`src/rtl/pos_remote_link_ctrl.sv`:
```
// Remote endpoint of the position ring: TX FIFO toward the link
// with back pressure, RX hold register toward the ring node.

package MD_pkg;
  localparam int PARTICLE_ID_WIDTH    = 9;
  localparam int OFFSET_WIDTH         = 16;
  localparam int GLOBAL_CELL_ID_WIDTH = 3;
  localparam int NB_CELL_COUNT_WIDTH  = 3;

  typedef struct packed {
    logic [PARTICLE_ID_WIDTH-1:0] particle_id;
    logic [OFFSET_WIDTH-1:0]      offset_z;
    logic [OFFSET_WIDTH-1:0]      offset_y;
    logic [OFFSET_WIDTH-1:0]      offset_x;
  } offset_packet_t;

  localparam int OFFSET_PKT_STRUCT_WIDTH =
    $bits(offset_packet_t);
endpackage

module pos_remote_link_ctrl
  import MD_pkg::*;
#(
  parameter  int TX_DEPTH = 16,
  parameter  int BP_SLACK = 4,
  localparam int OW = OFFSET_PKT_STRUCT_WIDTH,
  localparam int GW = 3 * GLOBAL_CELL_ID_WIDTH,
  localparam int LW = NB_CELL_COUNT_WIDTH,
  localparam int W  = OW + GW + LW
) (
  input  logic          clk,
  input  logic          rst_n,
  input  logic [OW-1:0] i_node_offset_pkt,
  input  logic [GW-1:0] i_node_gcid,
  input  logic [LW-1:0] i_node_lifetime,
  input  logic          i_node_valid,
  output logic          o_node_back_pressure,
  output logic [W-1:0]  o_link_tx_data,
  output logic          o_link_tx_valid,
  input  logic          i_link_tx_ready,
  input  logic [W-1:0]  i_link_rx_data,
  input  logic          i_link_rx_valid,
  output logic          o_link_rx_ready,
  output logic [OW-1:0] o_remote_offset_pkt,
  output logic [GW-1:0] o_remote_gcid,
  output logic [LW-1:0] o_remote_lifetime,
  output logic          o_remote_valid,
  input  logic          i_remote_ack,
  output logic          o_tx_overflow
);

  localparam int AW = $clog2(TX_DEPTH);
  localparam int CW = AW + 1;
  localparam logic [CW-1:0] FULL_CNT = CW'(TX_DEPTH);
  localparam logic [CW-1:0] BP_THR =
    CW'(TX_DEPTH - BP_SLACK);

  typedef enum logic {
    S_IDLE,
    S_HOLD
  } rx_state_e;

  logic [W-1:0]  r_tx_mem [TX_DEPTH];
  logic [AW-1:0] r_wr_ptr;
  logic [AW-1:0] r_rd_ptr;
  logic [CW-1:0] r_tx_count;
  logic          r_bp;
  logic          r_ovf;

  logic [W-1:0]  w_node_rec;
  logic          w_full;
  logic          w_pop;
  logic          w_wr;
  logic          w_drop;
  logic [CW-1:0] w_cnt_nxt;

  rx_state_e     r_rx_state;
  logic [W-1:0]  r_rx_hold;
  logic          w_rx_fire;

  assign w_node_rec =
    {i_node_lifetime, i_node_gcid, i_node_offset_pkt};

  assign w_full = (r_tx_count == FULL_CNT);
  assign w_pop  = (r_tx_count != '0) && i_link_tx_ready;
  // A pop frees the slot, so a write into a full FIFO still lands
  assign w_wr   = i_node_valid && (!w_full || w_pop);
  assign w_drop = i_node_valid && w_full && !w_pop;

  assign w_cnt_nxt = r_tx_count
                   + CW'(w_wr)
                   - CW'(w_pop);

  always_ff @(posedge clk) begin
    if (w_wr) r_tx_mem[r_wr_ptr] <= w_node_rec;
  end

  always_ff @(posedge clk or negedge rst_n) begin
    if (!rst_n) begin
      r_wr_ptr   <= '0;
      r_rd_ptr   <= '0;
      r_tx_count <= '0;
      r_bp       <= 1'b0;
      r_ovf      <= 1'b0;
    end else begin
      if (w_wr)   r_wr_ptr <= r_wr_ptr + 1'b1;
      if (w_pop)  r_rd_ptr <= r_rd_ptr + 1'b1;
      if (w_drop) r_ovf    <= 1'b1;
      r_tx_count <= w_cnt_nxt;
      r_bp       <= (w_cnt_nxt >= BP_THR);
    end
  end

  assign o_link_tx_valid      = (r_tx_count != '0);
  // Gate stale RAM contents so the link sees zeros when empty
  assign o_link_tx_data       =
    o_link_tx_valid ? r_tx_mem[r_rd_ptr] : '0;
  assign o_node_back_pressure = r_bp;
  assign o_tx_overflow        = r_ovf;

  assign o_link_rx_ready =
    (r_rx_state == S_IDLE) || i_remote_ack;
  assign w_rx_fire = i_link_rx_valid && o_link_rx_ready;

  always_ff @(posedge clk or negedge rst_n) begin
    if (!rst_n) begin
      r_rx_state <= S_IDLE;
      r_rx_hold  <= '0;
    end else begin
      unique case (r_rx_state)
        S_IDLE: begin
          if (w_rx_fire) begin
            r_rx_hold  <= i_link_rx_data;
            r_rx_state <= S_HOLD;
          end
        end
        S_HOLD: begin
          if (w_rx_fire) begin
            r_rx_hold <= i_link_rx_data;
          end else if (i_remote_ack) begin
            r_rx_state <= S_IDLE;
          end
        end
        default: r_rx_state <= S_IDLE;
      endcase
    end
  end

  assign o_remote_valid = (r_rx_state == S_HOLD);
  assign {o_remote_lifetime,
          o_remote_gcid,
          o_remote_offset_pkt} = r_rx_hold;

endmodule

```
`config.mk`:
```
export PLATFORM = sky130hd
export DESIGN_NAME = pos_remote_link_ctrl
export DESIGN_NICKNAME = d
export VERILOG_FILES = /design/src/rtl/pos_remote_link_ctrl.sv
export SDC_FILE = /design/constraint.sdc
export NUM_CORES = 1
export LEC_CHECK = 0
export ABC_AREA = 1
export BUFFER_PORTS_ARGS = -buffer_cell sky130_fd_sc_hd__buf_2
export CAP_MARGIN = 15
export CELL_PAD_IN_SITES_DETAIL_PLACEMENT = 1
export CELL_PAD_IN_SITES_GLOBAL_PLACEMENT = 2
export CORE_UTILIZATION = 30
export CTS_CLUSTER_DIAMETER = 120
export DETAILED_ROUTE_END_ITERATION = 10
export GPL_TIMING_DRIVEN = 1
export PLACE_DENSITY_LB_ADDON = 0.1
export SETUP_SLACK_MARGIN = 0.4
export SLEW_MARGIN = 20
export SYNTH_ARGS = -nofsm -noshare
export SYNTH_HDL_FRONTEND = slang
export SYNTH_SLANG_ARGS = --single-unit
```
`constraint.sdc`:
```
create_clock -name clk -period 5.51 [get_ports clk]
set_input_delay 1.102 -clock clk [delete_from_list [all_inputs] [get_ports clk]]
set_output_delay 1.102 -clock clk [all_outputs]
set_load 0.02 [all_outputs]
```
==> key figures, run 1 <==
Worst setup path
  – Worst Path Buf+Inv: 3
  – Kind of end point of the critical path: output pin
  – Crit-path slowest cell: dfrtp_4
  – Reg2reg setup slack: 2320 ps
  – Arr. time, crit path: 3830 ps
  – CP top delay family: buffers and inverters
  – Max FO, Critical Path: 45
  – Register-to-Register Path Depth: 10
  – Worst setup path class: flop to output pin
  – Top cell by count, worst path: nand2_1
  – Critical Path, Cell by Cell: buf_4 -> buf_4 -> nand2_1 -> nand2_1 -> nand2_1 -> nand3_1 -> nand3_1 -> a21oi_1 -> buf_2
  – Reg2reg end: r_tx_mem[6][37]$_DFFE_PP_
  – Largest stage delay on the critical path: 920 ps
  – Critical R2R Launch: r_tx_count[3]$_DFF_PN0_
  – Startpoint class of the critical path: flop
  – Req. time, crit path: 4410 ps

Drt
  – Remaining antenna violation count after routing: 0
  – Initial DRC Count: 1,769
  – Detailed Routing Iterations Pass 1: 8
  – Via count: 33,150
  – Total Wirelength: 160,100 µm
  – # DRC: 32
  – Vias per Instance: 4.642
  – DR WL/cell: 22.42 µm

Synth
  – Register area share after synthesis: 70.71%
  – Netlist Area Pre-Place: 49,900 µm²
  – Synth Net Count: 4,721
  – Yosys top cell area share: 66.44%
  – Area contributors post-synth: edfxtp_1 (66%), nand2_1 (13%), nand3_1 (7.0%)
  – Number of flops mapped to enable cells by yosys: 1,104
  – Synth Warn #: 0
  – Async SR Flop Fraction: 7.149%
  – #FFs+latches synth: 1,189
  – Syn_area_per_cell: 10.93 µm²
  – Leading area contributor after synthesis: edfxtp_1
  – Top FF cell, synth: edfxtp_1
  – Mapped Cells: 4,565
  – Number of distinct library cells after synthesis: 21

Clock network
  – # resized after CTS: 0
  – Clk root buf: clkbuf_16
  – CTS Hold Buffers Added: 0
  – Clock slew at reported path FFs: 50 ps
  – Number of buffers created by CTS: 146
  – Postcts setup bufs: 0
  – Max clock buf depth: 3
  – CTS tree: yes
  – H-tree levels: 4
  – Clk_lat worst skew: 780 ps
  – CTS sink count: 1,189

Global routing
  – First-pass GRT wire length: 235,500 µm
  – Vias in the first global route: 34,340
  – Overflow after GRT: 0
  – GRT Total Usage: 19.03%
  – GR Util met1: 25.49%
  – Initial antenna violation count: 20
  – Largest net degree at the start of global routing: 152
  – Top Usage Layer GRT: met2
  – M2 GR Usage: 31.88%
  – Met3 Track Usage GR: 3.126%

Power
  – Pwr dens: 533.9 nW/µm²
  – Pleak: 24.01 nW
  – Peak supply drop: 377.0 µV
  – Total power: 31.17 mW

Floorplan
  – Die span in y: 409.8 µm
  – Site row count: 149
  – Initial core utilization: 30.24%
  – Core Region: 165,000 µm²
  – Die span in x: 409.8 µm
  – Die ar.: 168,000 µm²
  – Num ports: 287

Final layout
  – Nets: 4,991
  – Layout fillers: 18,080
  – Layout area overhead: 17.00%
  – Share of layout cells above drive strength 1: 12.93%

STA
  – Worst rel slew slack: 26.04%
  – Fmax: 202.9 MHz
  – Part of the cycle the worst path needs: 89.44%
  – Final setup violation count: 0
  – Setup TNS Final: 0 ps
  – Final Slew Violations: 0
  – Setup Skew: 19.58 ps
  – Slew @ Worst Pin: 1109 ps
  – Minimum clock period: 4928 ps
  – Count of final hold-check violations: 0
  – Worst hold slack: 446.2 ps
  – RSZ-0062 raised after global routing: true
  – Final setup margin: 582.1 ps

Placed design
  – GPL Wtd Cong: 0.6947
  – IO buf count: 286
  – Post-DP HPWL: 80,350 µm
  – Place WS: 1286 ps

Hold path
  – Worst hold path class: input port to asynchronous set/reset pin

Job
  – Max-Cap Viols: 0

Run status
  – Failing checks: design-rule violations
  – Status: finished, violations left
[metrics by stage]
stage	cell area, µm²	instances	utilization (%)
final	58380	7141	35.38
after global routing	58370	7140	35.38
after CTS	58330	7138	35.36
after detailed placement	53950	6875	32.70
after global placement	53920	6874	32.68
after floorplan	49900	4565	-
[cells in the mapped netlist (3+ instances only)]
cell type / n
a21oi_1: 71
buf_1: 21
buf_2: 151
buf_4: 14
buf_6: 7
clkbuf_1: 51
dfrtp_1: 85
edfxtp_1: 1104
ha_1: 11
inv_1: 569
inv_2: 3
mux2_2: 69
nand2_1: 1680
nand3_1: 693
nor2_1: 18
o21ai_0: 4
xor2_1: 10
[sequential cells by signal, indices dropped and copies added, names as in the netlist]
register / cells
r_tx_mem: 1104
r_wr_ptr: 4
r_rx_hold: 69
r_tx_count: 5
o_tx_overflow: 1
o_remote_valid: 1
r_rd_ptr: 4
o_node_back_pressure: 1
[report_power, final]
part	leakage (nW)	total, mW	internal [mW]	switching [mW]
Sequential	11.0	11.2	10.8	0.395
Combinational	10.9	11.0	2.94	8.05
Clock	2.13	8.98	5.16	3.82
Total	24.0	31.2	18.9	12.3
[per-layer routing]
metal  up-vias  share of wire, %
li1      15580                 -
met1     16820                46
met2       518                48
met3       224               3.4
met4        12               2.1
met5         -             0.055
[worst max path at each step]
stage | end | slack [ps] | cells after the start | startpoint
after global placement | o_link_tx_data[20] | 1230 | 9 | r_rd_ptr[0]$_DFFE_PN0N_
after detailed placement | o_link_tx_data[15] | 1290 | 9 | r_rd_ptr[0]$_DFFE_PN0N_
after CTS | o_link_tx_data[20] | 420 | 9 | r_rd_ptr[0]$_DFFE_PN0N_
after global routing | o_link_tx_data[10] | 330 | 9 | r_rd_ptr[0]$_DFFE_PN0N_
final | o_link_tx_data[10] | 580 | 9 | r_rd_ptr[0]$_DFFE_PN0N_
after floorplan | r_tx_mem[11][0]$_DFFE_PP_ | 550 | 6 | i_link_tx_ready
[worst reg2reg max path: cells and delay by family (launching register included)]
kind                     cells  cell delay, ps
buffers and inverters        3             820
AND/OR/NAND/NOR              6            1460
adder cells (fa/ha/maj)      1             180
flip-flops                   1             370
[cells by family after synthesis]
| logic type | count (synthesis) | share of synthesized area (%) |
|---|---|---|
| and+or+nand+nor | 2391 | 19.73 |
| DFF | 1189 | 70.71 |
| buffers and inverters | 817 | 6.736 |
| AOI/OAI and AO/OA | 77 | 0.7849 |
| muxes | 69 | 1.557 |
| adders and majority gates | 12 | 0.3160 |
| xor gates and xnor gates | 10 | 0.1755 |
[cell usage in the layout (no fill, tap or decap)]
cell type | synthesis | layout
mux2_2 | 69 | 69
o21bai_1 | 1 | 1
diode_2 | 0 | 2
nand3_1 | 693 | 693
nor2_4 | 0 | 16
inv_6 | 0 | 7
clkinv_2 | 0 | 11
inv_1 | 569 | 568
nand2_1 | 1680 | 1679
inv_4 | 0 | 2
clkinv_1 | 1 | 36
buf_16 | 0 | 1
inv_12 | 0 | 2
clkbuf_1 | 51 | 49
a21oi_1 | 71 | 71
inv_16 | 0 | 2
clkinv_8 | 0 | 2
fa_1 | 1 | 1
inv_8 | 0 | 1
buf_12 | 0 | 25
nor2_1 | 18 | 2
buf_2 | 151 | 285
xor2_1 | 10 | 10
nand2_2 | 0 | 1
ha_1 | 11 | 11
o21ai_0 | 4 | 4
a31o_2 | 1 | 1
dfrtp_4 | 0 | 4
dfrtp_1 | 85 | 81
bufinv_16 | 0 | 2
clkbuf_16 | 0 | 152
buf_4 | 14 | 54
edfxtp_1 | 1104 | 1104
clkbuf_8 | 0 | 3
[area by class of cell]
cell class / instances / area [µm²] / area share (%)
Antenna cell: 2 / 5.005 / 0.008573
Clock buffer: 203 / 4004 / 6.859
Clock inverter: 60 / 381.6 / 0.6537
Inverter: 573 / 2191 / 3.753
Multi-Input combinational cell: 2559 / 11380 / 19.49
Sequential cell: 1189 / 35290 / 60.46
Tap cell: 2189 / 2739 / 4.692
Timing Repair Buffer: 366 / 2385 / 4.085
Note: power is estimated with default switching activity, not from simulation.
==> inputs of run 2 (changes only) <==
--- a/config.mk
+++ b/config.mk
@@ -10,11 +10,13 @@
 export CAP_MARGIN = 15
 export CELL_PAD_IN_SITES_DETAIL_PLACEMENT = 1
 export CELL_PAD_IN_SITES_GLOBAL_PLACEMENT = 2
+export CORE_ASPECT_RATIO = 0.8
 export CORE_UTILIZATION = 30
 export CTS_CLUSTER_DIAMETER = 120
 export DETAILED_ROUTE_END_ITERATION = 10
 export GPL_TIMING_DRIVEN = 1
 export PLACE_DENSITY_LB_ADDON = 0.1
+export RECOVER_POWER = 25
 export SETUP_SLACK_MARGIN = 0.4
 export SLEW_MARGIN = 20
 export SYNTH_ARGS = -nofsm -noshare
==> key figures, run 2 (synthesis gave the netlist of run 1 again) <==
Worst setup path
  – Reg2reg setup slack: 2350 ps (+30 ps)
  – Startpoint class of the critical path: flop
  – Crit-path slowest cell: dfrtp_4
  – Top cell by count, worst path: nand2_1
  – Worst setup path class: flop to output pin
  – Req. time, crit path: 4410 ps (about the same)
  – Largest stage delay on the critical path: 770 ps (-150 ps)
  – Kind of end point of the critical path: output pin
  – Register-to-Register Path Depth: 10 (unchanged)
  – Arr. time, crit path: 3640 ps (-190 ps)
  – Critical Path, Cell by Cell: buf_12 -> nand2_1 -> nand2_1 -> nand2_1 -> nand3_1 -> nand3_1 -> a21oi_1 -> buf_2
  – Max FO, Critical Path: 172 (+280%)

STA
  – Part of the cycle the worst path needs: 86.08% (-3.4 points)
  – Setup Skew: 23.67 ps (+4.092 ps)
  – Setup TNS Final: 0 ps (unchanged)
  – Final Slew Violations: 0 (unchanged)
  – Minimum clock period: 4743 ps (-184.9 ps)
  – Worst rel slew slack: 30.48% (+4.4 points)
  – Slew @ Worst Pin: 1043 ps (-66.55 ps)
  – Final setup margin: 767.0 ps (+184.9 ps)
  – Count of final hold-check violations: 0 (unchanged)
  – RSZ-0062 raised after global routing: false
  – Fmax: 210.8 MHz (+3.9%)
  – Final setup violation count: 0 (unchanged)

Final layout
  – Final core utilization: 35.29% (-0.094 points)
  – Commonest non-fill, non-tap cell in the layout: nand2_1
  – Layout area overhead: 16.52%
  – Biggest regs: r_tx_mem x1104, r_rx_hold x69, r_tx_count x5
  – Commonest non-fill, non-tap cells in the layout: nand2_1 (1,679), edfxtp_1 (1,104), nand3_1 (693)
  – Layout Cells excl Fill: 7,101 (-0.56%)
  – Share of layout cells above drive strength 1: 12.33% (-0.60 points)
  – Final Cell Area: 58,140 µm² (-0.41%)
  – Max reg flops: 1,104 (unchanged)
  – Nets: 4,994 (+0.060%)
  – Largest reg by FF count: r_tx_mem

Drt
  – Vias per Instance: 4.644 (about the same)
  – Total Wirelength: 161,000 µm (+0.56%)
  – Detailed Routing Iterations Pass 1: 5 (-3)
  – Via count: 32,980 (-0.52%)
  – Remaining antenna violation count after routing: 0 (unchanged)
  – Initial DRC Count: 1,816 (+2.7%)
  – # DRC: 0 (-100%)
  – DR WL/cell: 22.67 µm (+1.1%)

Power
  – Pwr dens: 533.7 nW/µm² (about the same)
  – Pleak: 23.86 nW (-0.62%)
  – Peak supply drop: 441.8 µV (+17%)

Floorplan
  – Die span in x: 458.0 µm (+12%)
  – Die ar.: 168,000 µm² (about the same)
  – Core Region: 164,700 µm² (-0.15%)
  – Initial core utilization: 30.29% (+0.045 points)
  – Num ports: 287 (unchanged)
  – Die span in y: 366.8 µm (-11%)
  – Site row count: 133 (-11%)

Global routing
  – First-pass GRT wire length: 236,800 µm (+0.54%)
  – Vias in the first global route: 33,990 (-1.0%)
  – GRT Total Usage: 19.20% (+0.17 points)
  – Initial antenna violation count: 15 (-25%)
  – Overflow after GRT: 0 (unchanged)
  – Largest net degree at the start of global routing: 173 (+14%)

Job
  – Max-Cap Viols: 0 (unchanged)

Hold path
  – Worst hold path class: input port to asynchronous set/reset pin

Placed design
  – Placed cell area: 54,000 µm² (about the same)
  – Placed Cells: 6,858 (-0.25%)
  – Post-DP HPWL: 81,690 µm (+1.7%)
  – Place WS: 1352 ps (+66.39 ps)
  – GPL Wtd Cong: 0.6994 (+0.68%)
  – IO buf count: 286 (unchanged)

Clock network
  – Clk root buf: clkbuf_16
  – CTS sink count: 1,189 (unchanged)
  – CTS Hold Buffers Added: 0 (unchanged)
  – Clock slew at reported path FFs: 60 ps (about the same)
  – Number of buffers created by CTS: 138 (-5.5%)
  – Clk_lat worst skew: 770 ps (about the same)
  – Max clock buf depth: 3 (unchanged)
  – H-tree levels: 4 (unchanged)
  – CTS tree: yes

Run status
  – Status: finished, final reports clean
run 2: cell count changes in the layout (fill, tap and decap cells not counted), moves of 5 or more:
cell       before  now
buf_4          54   66
inv_6           7    2
clkbuf_16     152  143
clkinv_2       11   24
clkbuf_1       49   76
buf_2         285  242
clkinv_1       36   28
run 2: path summary, 6_finish.rpt:
| path | startpoint | endpoint |
|---|---|---|
| hold reg to reg | o_tx_overflow$_DFFE_PN0P_ | o_tx_overflow$_DFFE_PN0P_ |
| setup / recovery | r_rd_ptr[0]$_DFFE_PN0N_ | o_link_tx_data[25] |
| setup reg to reg | r_tx_count[2]$_DFF_PN0_ | r_tx_mem[9][66]$_DFFE_PP_ |
| hold / removal | rst_n | r_rx_hold[66]$_DFFE_PN0P_ |
| max in group asynchronous | rst_n | r_rd_ptr[3]$_DFFE_PN0N_ |
| min in group clk | o_tx_overflow$_DFFE_PN0P_ | o_tx_overflow$_DFFE_PN0P_ |
run 2: what timing repair did:
item | 4_1_cts | 5_1_grt
hold endpoints to repair | 0 | 0
buffers inserted | 0 | 0
gates resized for setup | 0 | 2
endpoints found under the setup margin | 0 | 2
run 2: stage by stage:
step                      hold WS [ps]  total power, mW
after floorplan                  479.1            18.23
after global placement           462.9            22.75
after detailed placement         468.0            22.78
after CTS                        384.7            31.67
after global routing             427.4            32.95
final                            397.6            31.03
run 2: per-layer routing:
layer	vias to the layer above	part of all wire (%)	GRT usage, %
li1	15560	-	-
met1	16750	49	27.32
met2	469	46	30.43
met3	196	3.6	3.355
met4	12	1.8	4.291
met5	-	0.046	0
run 2: power by group:
part	total [mW]	internal (mW)	switching, mW
registers	11.2	10.8	0.387
logic	11.1	2.96	8.11
clock network	8.76	5.05	3.71
total	31.0	18.8	12.2
run 2: worst max-delay path, delay by kind of cell, from the launching register on:
family	cells	cell delay, ps
buf+inv	2	960
simple gates	5	470
compound gates	1	500
flops	1	770
run 2: cell type report:
class	instances	area [µm²]
clock buffer	180	3757
multi-input combinational	2559	11380
fill	18110	106600
timing repair buffer	377	2389
tap	2160	2703
sequential	1189	35290
inverter	573	2186
clock inverter	60	421.7
antenna	3	7.507
